### config.mk
export PLATFORM = sky130hd
export DESIGN_NAME = demux_dispatcher
export DESIGN_NICKNAME = d
export VERILOG_FILES = /design/src/rtl/plumbing_pkg.sv /design/src/rtl/plumbing_fifo_mem.sv /design/src/rtl/demux_dispatcher.sv
export SDC_FILE = /design/constraint.sdc
export NUM_CORES = 1
export LEC_CHECK = 0
export CORE_UTILIZATION = 45
export DETAILED_ROUTE_END_ITERATION = 8
export HOLD_SLACK_MARGIN = 0.02
export PLACE_DENSITY_LB_ADDON = 0.05
export SETUP_SLACK_MARGIN = 0.05
export SLEW_MARGIN = 20
export SYNTH_ARGS = -nofsm -noshare
export SYNTH_HDL_FRONTEND = slang
export SYNTH_SLANG_ARGS = --single-unit
### constraint.sdc
create_clock -name i_clk -period 3.5 [get_ports i_clk]
set_clock_uncertainty 0.2 [all_clocks]
set_input_delay 0.35 -clock i_clk [delete_from_list [all_inputs] [get_ports i_clk]]
set_output_delay 0.35 -clock i_clk [all_outputs]
set_load 0.02 [all_outputs]
### src/rtl/plumbing_pkg.sv
// Shared constants and helpers for the plumbing dispatch blocks.
package plumbing_pkg;

    localparam int STALL_CNT_W     = 16;
    localparam int ADDRESS_W_DEF   = 2;
    localparam int DATA_W_DEF      = 8;
    localparam int ENTRY_W_DEF     = ADDRESS_W_DEF + DATA_W_DEF;

    function automatic int clog2(input int value);
        int r;
        r = 0;
        while ((1 << r) < value) begin
            r = r + 1;
        end
        return r;
    endfunction

    // One stored item is {address, data}; the address occupies the top bits.
    function automatic int entry_width(input int address_width, input int data_width);
        return address_width + data_width;
    endfunction

endpackage

### src/rtl/plumbing_fifo_mem.sv
// DEPTH x WIDTH register array: one synchronous write port, one asynchronous read port, storage not reset.
module plumbing_fifo_mem
    import plumbing_pkg::*;
#(
    parameter int DEPTH = 4,
    parameter int WIDTH = ENTRY_W_DEF,
    parameter int AW    = clog2(DEPTH)
) (
    input  logic             i_clk,
    input  logic             i_we,
    input  logic [AW-1:0]    i_waddr,
    input  logic [WIDTH-1:0] i_wdata,
    input  logic [AW-1:0]    i_raddr,
    output logic [WIDTH-1:0] o_rdata
);

    logic [WIDTH-1:0] mem_q [DEPTH];

    always_ff @(posedge i_clk) begin
        if (i_we) begin
            mem_q[i_waddr] <= i_wdata;
        end
    end

    assign o_rdata = mem_q[i_raddr];

endmodule

### src/rtl/demux_dispatcher.sv
// Buffered in-order dispatch stage feeding the plumbing demultiplexor.
// Optional stall statistics are enabled by defining DEMUX_DISPATCHER_STALL_STATS_EN.
module demux_dispatcher
    import plumbing_pkg::*;
#(
    parameter int ADDRESS_WIDTH = 2,
    parameter int DATA_WIDTH    = 8,
    parameter int DEPTH         = 4
) (
    input  logic                          i_clk,
    input  logic                          i_rst_n,
    input  logic                          i_valid,
    output logic                          o_ready,
    input  logic [ADDRESS_WIDTH-1:0]      i_address,
    input  logic [DATA_WIDTH-1:0]         i_data,
    output logic                          o_x,
    output logic [ADDRESS_WIDTH-1:0]      o_address,
    output logic [DATA_WIDTH-1:0]         o_data,
    input  logic [(1<<ADDRESS_WIDTH)-1:0] i_ready,
    output logic [clog2(DEPTH):0]         o_count,
    output logic [STALL_CNT_W-1:0]        o_stall_cnt
);

    localparam int PW = clog2(DEPTH);
    localparam int CW = PW + 1;
    localparam int EW = entry_width(ADDRESS_WIDTH, DATA_WIDTH);

    logic [PW-1:0] wr_ptr_q, wr_ptr_d;
    logic [PW-1:0] rd_ptr_q, rd_ptr_d;
    logic [CW-1:0] count_q, count_d;
    logic          ready_q, ready_d;

    logic                     head_valid;
    logic [EW-1:0]            head_entry;
    logic [ADDRESS_WIDTH-1:0] head_addr;
    logic                     push;
    logic                     pop;

    // Handshakes: upstream transfers on a rising edge with i_valid && o_ready;
    // downstream transfers on a rising edge with o_x && i_ready[o_address].
    // o_ready is registered from the next occupancy, so i_ready never reaches it combinationally.
    assign head_valid = (count_q != '0);
    assign head_addr  = head_entry[EW-1:DATA_WIDTH];
    assign push       = i_valid && ready_q;
    assign pop        = head_valid && i_ready[head_addr];

    always_comb begin
        wr_ptr_d = wr_ptr_q;
        rd_ptr_d = rd_ptr_q;
        count_d  = count_q + CW'(push) - CW'(pop);
        if (push) begin
            wr_ptr_d = wr_ptr_q + PW'(1);
        end
        if (pop) begin
            rd_ptr_d = rd_ptr_q + PW'(1);
        end
        ready_d = (count_d < CW'(DEPTH));
    end

    always_ff @(posedge i_clk or negedge i_rst_n) begin
        if (!i_rst_n) begin
            wr_ptr_q <= '0;
            rd_ptr_q <= '0;
            count_q  <= '0;
            ready_q  <= 1'b0;
        end else begin
            wr_ptr_q <= wr_ptr_d;
            rd_ptr_q <= rd_ptr_d;
            count_q  <= count_d;
            ready_q  <= ready_d;
        end
    end

    plumbing_fifo_mem #(
        .DEPTH (DEPTH),
        .WIDTH (EW),
        .AW    (PW)
    ) u_mem (
        .i_clk   (i_clk),
        .i_we    (push),
        .i_waddr (wr_ptr_q),
        .i_wdata ({i_address, i_data}),
        .i_raddr (rd_ptr_q),
        .o_rdata (head_entry)
    );

    // Storage is not reset, so the head is masked to zero while the FIFO is empty.
    assign o_x       = head_valid;
    assign o_address = head_valid ? head_addr : '0;
    assign o_data    = head_valid ? head_entry[DATA_WIDTH-1:0] : '0;
    assign o_ready   = ready_q;
    assign o_count   = count_q;

`ifdef DEMUX_DISPATCHER_STALL_STATS_EN
    logic [STALL_CNT_W-1:0] stall_q, stall_d;

    always_comb begin
        stall_d = stall_q;
        if (head_valid && !i_ready[head_addr] && (stall_q != '1)) begin
            stall_d = stall_q + STALL_CNT_W'(1);
        end
    end

    always_ff @(posedge i_clk or negedge i_rst_n) begin
        if (!i_rst_n) begin
            stall_q <= '0;
        end else begin
            stall_q <= stall_d;
        end
    end

    assign o_stall_cnt = stall_q;
`else
    assign o_stall_cnt = '0;
`endif

endmodule
==> results of run 1 <==
-- stage by stage --
step / area, sq um / hold WS, ns
after CTS: 2590 / 0.145
final: 2590 / 0.135
after global routing: 2590 / 0.163
after global placement: 2500 / 0.314
after floorplan: 2240 / -0.146
after detailed placement: 2500 / 0.330
-- kinds of logic (layout without fill, tap and decap cells) --
kind of cell / Yosys count / count (layout) / share of synthesized area
compound gates: 6 / 6 / 0.0189
xor+xnor: 4 / 4 / 0.0160
fa+ha+maj: 7 / 7 / 0.0436
buf+inv: 28 / 51 / 0.0785
flops: 48 / 48 / 0.642
mux: 18 / 18 / 0.144
other cells: 1 / 16 / 0.00172
simple gates: 23 / 23 / 0.0556
-- per-layer routing --
metal	GRT usage	wire, um
met5	0	0
met4	0.0523	21
met3	0.0309	134
met2	0.263	1760
met1	0.194	1640
-- how the worst min path moves through the flow --
stage / slack (ns) / startpoint / depth (start not counted) / end
after floorplan: -0.15 / i_rst_n / 0 / o_count[0]$_DFF_PN0_
after global placement: 0.31 / wr_ptr_q[0]$_DFFE_PN0P_ / 1 / wr_ptr_q[0]$_DFFE_PN0P_
after detailed placement: 0.33 / o_count[0]$_DFF_PN0_ / 1 / o_count[0]$_DFF_PN0_
after CTS: 0.14 / i_rst_n / 1 / wr_ptr_q[1]$_DFFE_PN0P_
after global routing: 0.16 / i_rst_n / 1 / wr_ptr_q[1]$_DFFE_PN0P_
final: 0.14 / i_rst_n / 1 / wr_ptr_q[1]$_DFFE_PN0P_
-- synth_stat cells, drive strengths merged --
| master | instances | share of area |
|---|---|---|
| mux2i | 5 | 0.029 |
| mux2 | 4 | 0.022 |
| and2 | 8 | 0.023 |
| edfxtp | 40 | 0.55 |
| o2111ai | 1 | 0.0040 |
| and3 | 4 | 0.011 |
| ha | 6 | 0.034 |
| clkbuf | 1 | 0.0017 |
| nor3 | 1 | 0.0023 |
| o32ai | 1 | 0.0040 |
| a21oi | 2 | 0.0046 |
| nor2 | 4 | 0.0069 |
| dfrtp | 8 | 0.092 |
| nand3 | 1 | 0.0023 |
| inv | 7 | 0.012 |
| mux4 | 9 | 0.093 |
| o21ai | 1 | 0.0023 |
| nand2 | 4 | 0.0069 |
| fa | 1 | 0.0092 |
| a211o | 1 | 0.0040 |
| nor2b | 1 | 0.0029 |
| xnor2 | 3 | 0.012 |
| clkinv | 1 | 0.0017 |
| conb | 1 | 0.0017 |
| xor2 | 1 | 0.0040 |
| buf | 19 | 0.063 |
-- power by group --
part / leakage (nW) / switching [W] / internal (W)
Sequential: 0.457 / 0.0000673 / 0.000749
Combinational: 0.471 / 0.000549 / 0.000535
Clock: 0.0412 / 0.000175 / 0.000140
-- sequential cells by signal, indices dropped and copies added, names as in the netlist --
| name | cells |
|---|---|
| o_count | 3 |
| wr_ptr_q | 2 |
| u_mem.mem_q | 40 |
| o_ready | 1 |
| rd_ptr_q | 2 |
-- cell type report --
type,count,area [sq um],share of cell area
clock buffers,6,72.6,0.0280
inverters,8,30.0,0.0116
flip-flops and latches,48,1400,0.541
well taps,52,65.1,0.0251
repair buffers,35,340,0.131
multi-input cells,74,667,0.258
clock inverters,2,12.5,0.00483
-- worst reg2reg max path: cells and delay by family (launching register included) --
kind | cells | cell delay, ns
xor+xnor | 2 | 0.38
buf+inv | 3 | 0.16
compound gates | 2 | 0.19
mux | 2 | 0.79
simple gates | 1 | 0.09
flops | 1 | 0.40
fa+ha+maj | 3 | 0.75
==> metrics.yaml, run 1 <==
final_common_cell: "edfxtp_1"
critical_path.max_stage_delay_ns: 0.40
gp_congestion: 0.716
finalNonFillerCells: 225
cts_root_buf: "clkbuf_8"
fmax_mhz: 325
grt_overflow: 0
rows: 24
critPathLaunchType: "register"
peakVddDrop_mv: 0.375
most-common-layout-cells: "edfxtp_1 (40), clkdlybuf4s50_1 (31), conb_1 (16)"
drt_iter0_markers: 51
end_kind: "register"
worst-r2r-cell-count: 13
tightest_slew_ns: 0.592
post-place-ws_ns: 0.415
tns_ns: 0
required_ns: 3.48
cp_num_cells: 13
clk_latency_ns: 0.29
critical-path-top-delay-family: "multiplexers"
path_cells: "mux2i_1 -> mux2_2 -> nand2_1 -> o21ai_1 -> a21oi_1 -> ha_1 -> inv_1 -> ha_1 -> inv_1 -> fa_1 -> xnor2_1 -> xor2_1 -> inv_1"
antenna_found_initial: 0
hold_path.class: "input pin to asynchronous set/reset pin"
grt.total_usage: 0.153
cp.arrival_ns: 3.05
status: "completed"
ys_ff_latch: 48
synth.avg_cell_area_sq_um: 16.2
drive_gt1_frac: 0.139
cap_violations: 0
nets: 196
critPathMaxFanout: 3
syn2layout_area_growth_pct: 18.6
routed_via_density: 5.05
ys_warn_count: 0
path_clk_slew_ns: 0.09
max-slew-margin-rel: 0.605
p_leak_nw: 0.969
via_count: 1137
ant_nets: 0
numCtsBuffers: 5
synth_cell_types: 30
synthCells: 135
hold_violations: 0
cp_slowest_cell: "dfrtp_1"
grt_pass1_wl_um: 5710
core_sq_mm: 0.00450
ys_seq_area_frac: 0.642
syn-cell-area_sq_mm: 0.00218
grt_pass1_vias: 1180
place.detailed.hpwl_um: 2500
rr_startpoint: "rd_ptr_q[1]$_DFFE_PN0P_"
grt_max_degree: 16
remaining_drc_errors: 0
dpl.cell_count: 217
dr.pass1.iters: 4
fin_crit_sh: 0.878
fillers: 365
die-area_sq_mm: 0.00513
setup_viol: 0
post-route-min-period_ns: 3.07
p_total_w: 0.00221
r2r_slack_ns: 0.43
start_util: 0.485
n_antenna_cell: 0
boundaryPins: 48
path_buf_inv: 3
post-route-util: 0.575
rsz0062_at_grt: "no"
holdBufCountCts: 0
cts_resized: 0
dieHeight_um: 71.7
timing.critical_path.to: "o_count[2]$_DFF_PN0_"
fin_ws_ns: 0.426
post_cts_buffers: 0
path_class: "register to register"
cts.sinks: 48
crit_path_start: "rd_ptr_q[1]$_DFFE_PN0P_"
cts_max_level: 2
slew_violations: 0
cts_tree: "yes"
die_w_um: 71.7
powerDensity_mw_per_mm2: 855
routed_wl_um: 3550
avgRoutedWirePerCell_um: 15.8
cts_buffer_depth: 2
io_buffer_count: 31
cp_common_cell: "inv_1"
r2r_end: "o_count[2]$_DFF_PN0_"
Note: power is estimated with default switching activity, not from simulation.
==> run 2: changes to the inputs <==
Settings changed: PLACE_DENSITY from default to 0.71, PLACE_DENSITY_LB_ADDON 0.05 to default.
==> run 2 against run 1 <==
Compared with the run above: worst setup slack better by 0.029 ns; hold slack worse by 0.00062 ns; wire length is 3.8% higher; utilization is 0.69 points higher; die area stayed put; clock power is 27% higher; sequential power is 0.6% higher; final cell count stayed put; global-route usage is 1.0 points higher; power is 4.3% higher; maximum frequency is 0.94% higher; critical path type unchanged.
==> metrics.yaml, run 2 (synthesis gave the netlist of run 1 again) <==
place.detailed.hpwl_um: 2560  # +2.4%
cts_resized: 0  # unchanged
cts_root_buf: "clkbuf_8"
cp_slowest_cell: "dfrtp_1"
tightest_slew_ns: 0.602  # +0.00925 ns
dpl_cell_area_sq_mm: 0.00250  # unchanged
critical_path.max_stage_delay_ns: 0.40  # about the same
final_area_sq_mm: 0.00262  # +1.2%
rows: 24  # unchanged
rsz0062_at_grt: "no"
cts_buffer_depth: 2  # unchanged
final_common_cell: "edfxtp_1"
cp.arrival_ns: 3.04  # about the same
gp_congestion: 0.694  # -3.0%
path_class: "register to register"
grt.total_usage: 0.163  # +0.0101
cts_max_level: 2  # unchanged
start_util: 0.485  # unchanged
cts.sinks: 48  # unchanged
routed_wl_um: 3690  # +3.8%
fillers: 347  # -4.9%
grt_pass1_wl_um: 5930  # +4.0%
status: "completed"
end_kind: "register"
critical-path-top-delay-family: "adder cells"
peakVddDrop_mv: 0.439  # +17%
post-route-min-period_ns: 3.05  # -0.0285 ns
drive_gt1_frac: 0.145  # +0.00578
grt_max_degree: 17  # +1
cts_tree: "yes"
setup_viol: 0  # unchanged
post_cts_buffers: 0  # unchanged
nets: 196  # unchanged
remaining_drc_errors: 0  # unchanged
syn2layout_area_growth_pct: 20.0
dpl.cell_count: 217  # unchanged
powerDensity_mw_per_mm2: 881  # +3.0%
tns_ns: 0  # unchanged
core_sq_mm: 0.00450  # unchanged
clk_latency_ns: 0.30  # about the same
cap_violations: 0  # unchanged
grt_pass1_vias: 1200  # +1.7%
via_count: 1169  # +2.8%
critPathLaunchType: "register"
cp_common_cell: "inv_1"
max-slew-margin-rel: 0.596  # -0.00925
most-common-layout-cells: "edfxtp_1 (40), clkdlybuf4s50_1 (31), conb_1 (16)"
grt_overflow: 0  # unchanged
fin_crit_sh: 0.870  # -0.00815
dr.pass1.iters: 4  # unchanged
fmax_mhz: 328  # +0.94%
avgRoutedWirePerCell_um: 16.4  # +3.8%
largest_register: "u_mem.mem_q"
io_buffer_count: 31  # unchanged
finalNonFillerCells: 225  # unchanged
holdBufCountCts: 0  # unchanged
hold_violations: 0  # unchanged
path_cells: "buf_4 -> mux2i_1 -> mux2_4 -> mux2i_4 -> a21oi_1 -> ha_1 -> inv_1 -> ha_1 -> inv_1 -> fa_1 -> xnor2_1 -> xor2_1 -> inv_1"
p_leak_nw: 0.986  # +1.8%
routed_via_density: 5.20  # +2.8%
ant_nets: 0  # unchanged
hold_path.class: "input pin to asynchronous set/reset pin"
n_antenna_cell: 0  # unchanged
slew_violations: 0  # unchanged
path_clk_slew_ns: 0.09  # about the same
die_w_um: 71.7  # unchanged
largest_reg_flops: 40  # unchanged
critPathMaxFanout: 7  # +4
p_total_w: 0.00231  # +4.3%
dieHeight_um: 71.7  # unchanged
boundaryPins: 48  # unchanged
required_ns: 3.49  # about the same
path_buf_inv: 4  # +1
drt_iter0_markers: 26  # -49%
antenna_found_initial: 0  # unchanged
die-area_sq_mm: 0.00513  # unchanged
numCtsBuffers: 5  # unchanged
run 2: power by group:
group	switching (W)	internal, W
logic	0.000552	0.000536
clock network	0.000184	0.000215
registers	0.0000725	0.000749
run 2: worst register-to-register path, stage by stage, from the launching register on:
cell     delay, ns
dfrtp_1       0.40
buf_4         0.20
mux2i_1       0.28
mux2_4        0.22
mux2i_4       0.24
a21oi_1       0.09
ha_1          0.27
inv_1         0.05
ha_1          0.12
inv_1         0.04
fa_1          0.37
xnor2_1       0.18
xor2_1        0.21
inv_1         0.06
run 2: routing by layer:
metal / routed length [um] / vias to the layer above / GRT usage
li1: - / 533 / -
met1: 1610 / 576 / 0.190
met3: 183 / 9 / 0.0520
met4: 102 / 0 / 0.0850
met5: 0 / - / 0
met2: 1800 / 51 / 0.270
run 2: area by class of cell:
type	instances	area, sq um	share of cell area
clock buffers	5	68.8	0.0263
flip-flops and latches	48	1400	0.535
clock inverters	3	47.5	0.0181
multi-input cells	74	667	0.255
inverters	8	30.0	0.0115
repair buffers	35	340	0.130
well taps	52	65.1	0.0248
run 2: worst paths after layout:
path,slack [ns],start,cells after the start,endpoint
max,0.45,rd_ptr_q[1]$_DFFE_PN0P_,13,o_count[2]$_DFF_PN0_
min in group i_clk,0.36,o_count[0]$_DFF_PN0_,1,o_count[0]$_DFF_PN0_
min,0.13,i_rst_n,1,rd_ptr_q[1]$_DFFE_PN0P_
max reg2reg,0.45,rd_ptr_q[1]$_DFFE_PN0P_,13,o_count[2]$_DFF_PN0_
min reg2reg,0.36,o_count[0]$_DFF_PN0_,1,o_count[0]$_DFF_PN0_
max in group asynchronous,2.68,i_rst_n,1,wr_ptr_q[1]$_DFFE_PN0P_
run 2: per-stage QoR:
step	hold slack (ns)	worst slack (ns)	util
final	0.134	0.455	0.582
after global routing	0.156	0.233	0.582
after CTS	0.141	0.440	0.582
after detailed placement	0.345	0.438	0.556
after global placement	0.317	0.515	0.556
after floorplan	-0.146	0.546	-
==> run 3: changes to the inputs <==
Settings changed: SKIP_CTS_REPAIR_TIMING from default to 1.
==> results of run 3 <==
Same layout as run 2: the final DEF is identical, and so are final timing and power.
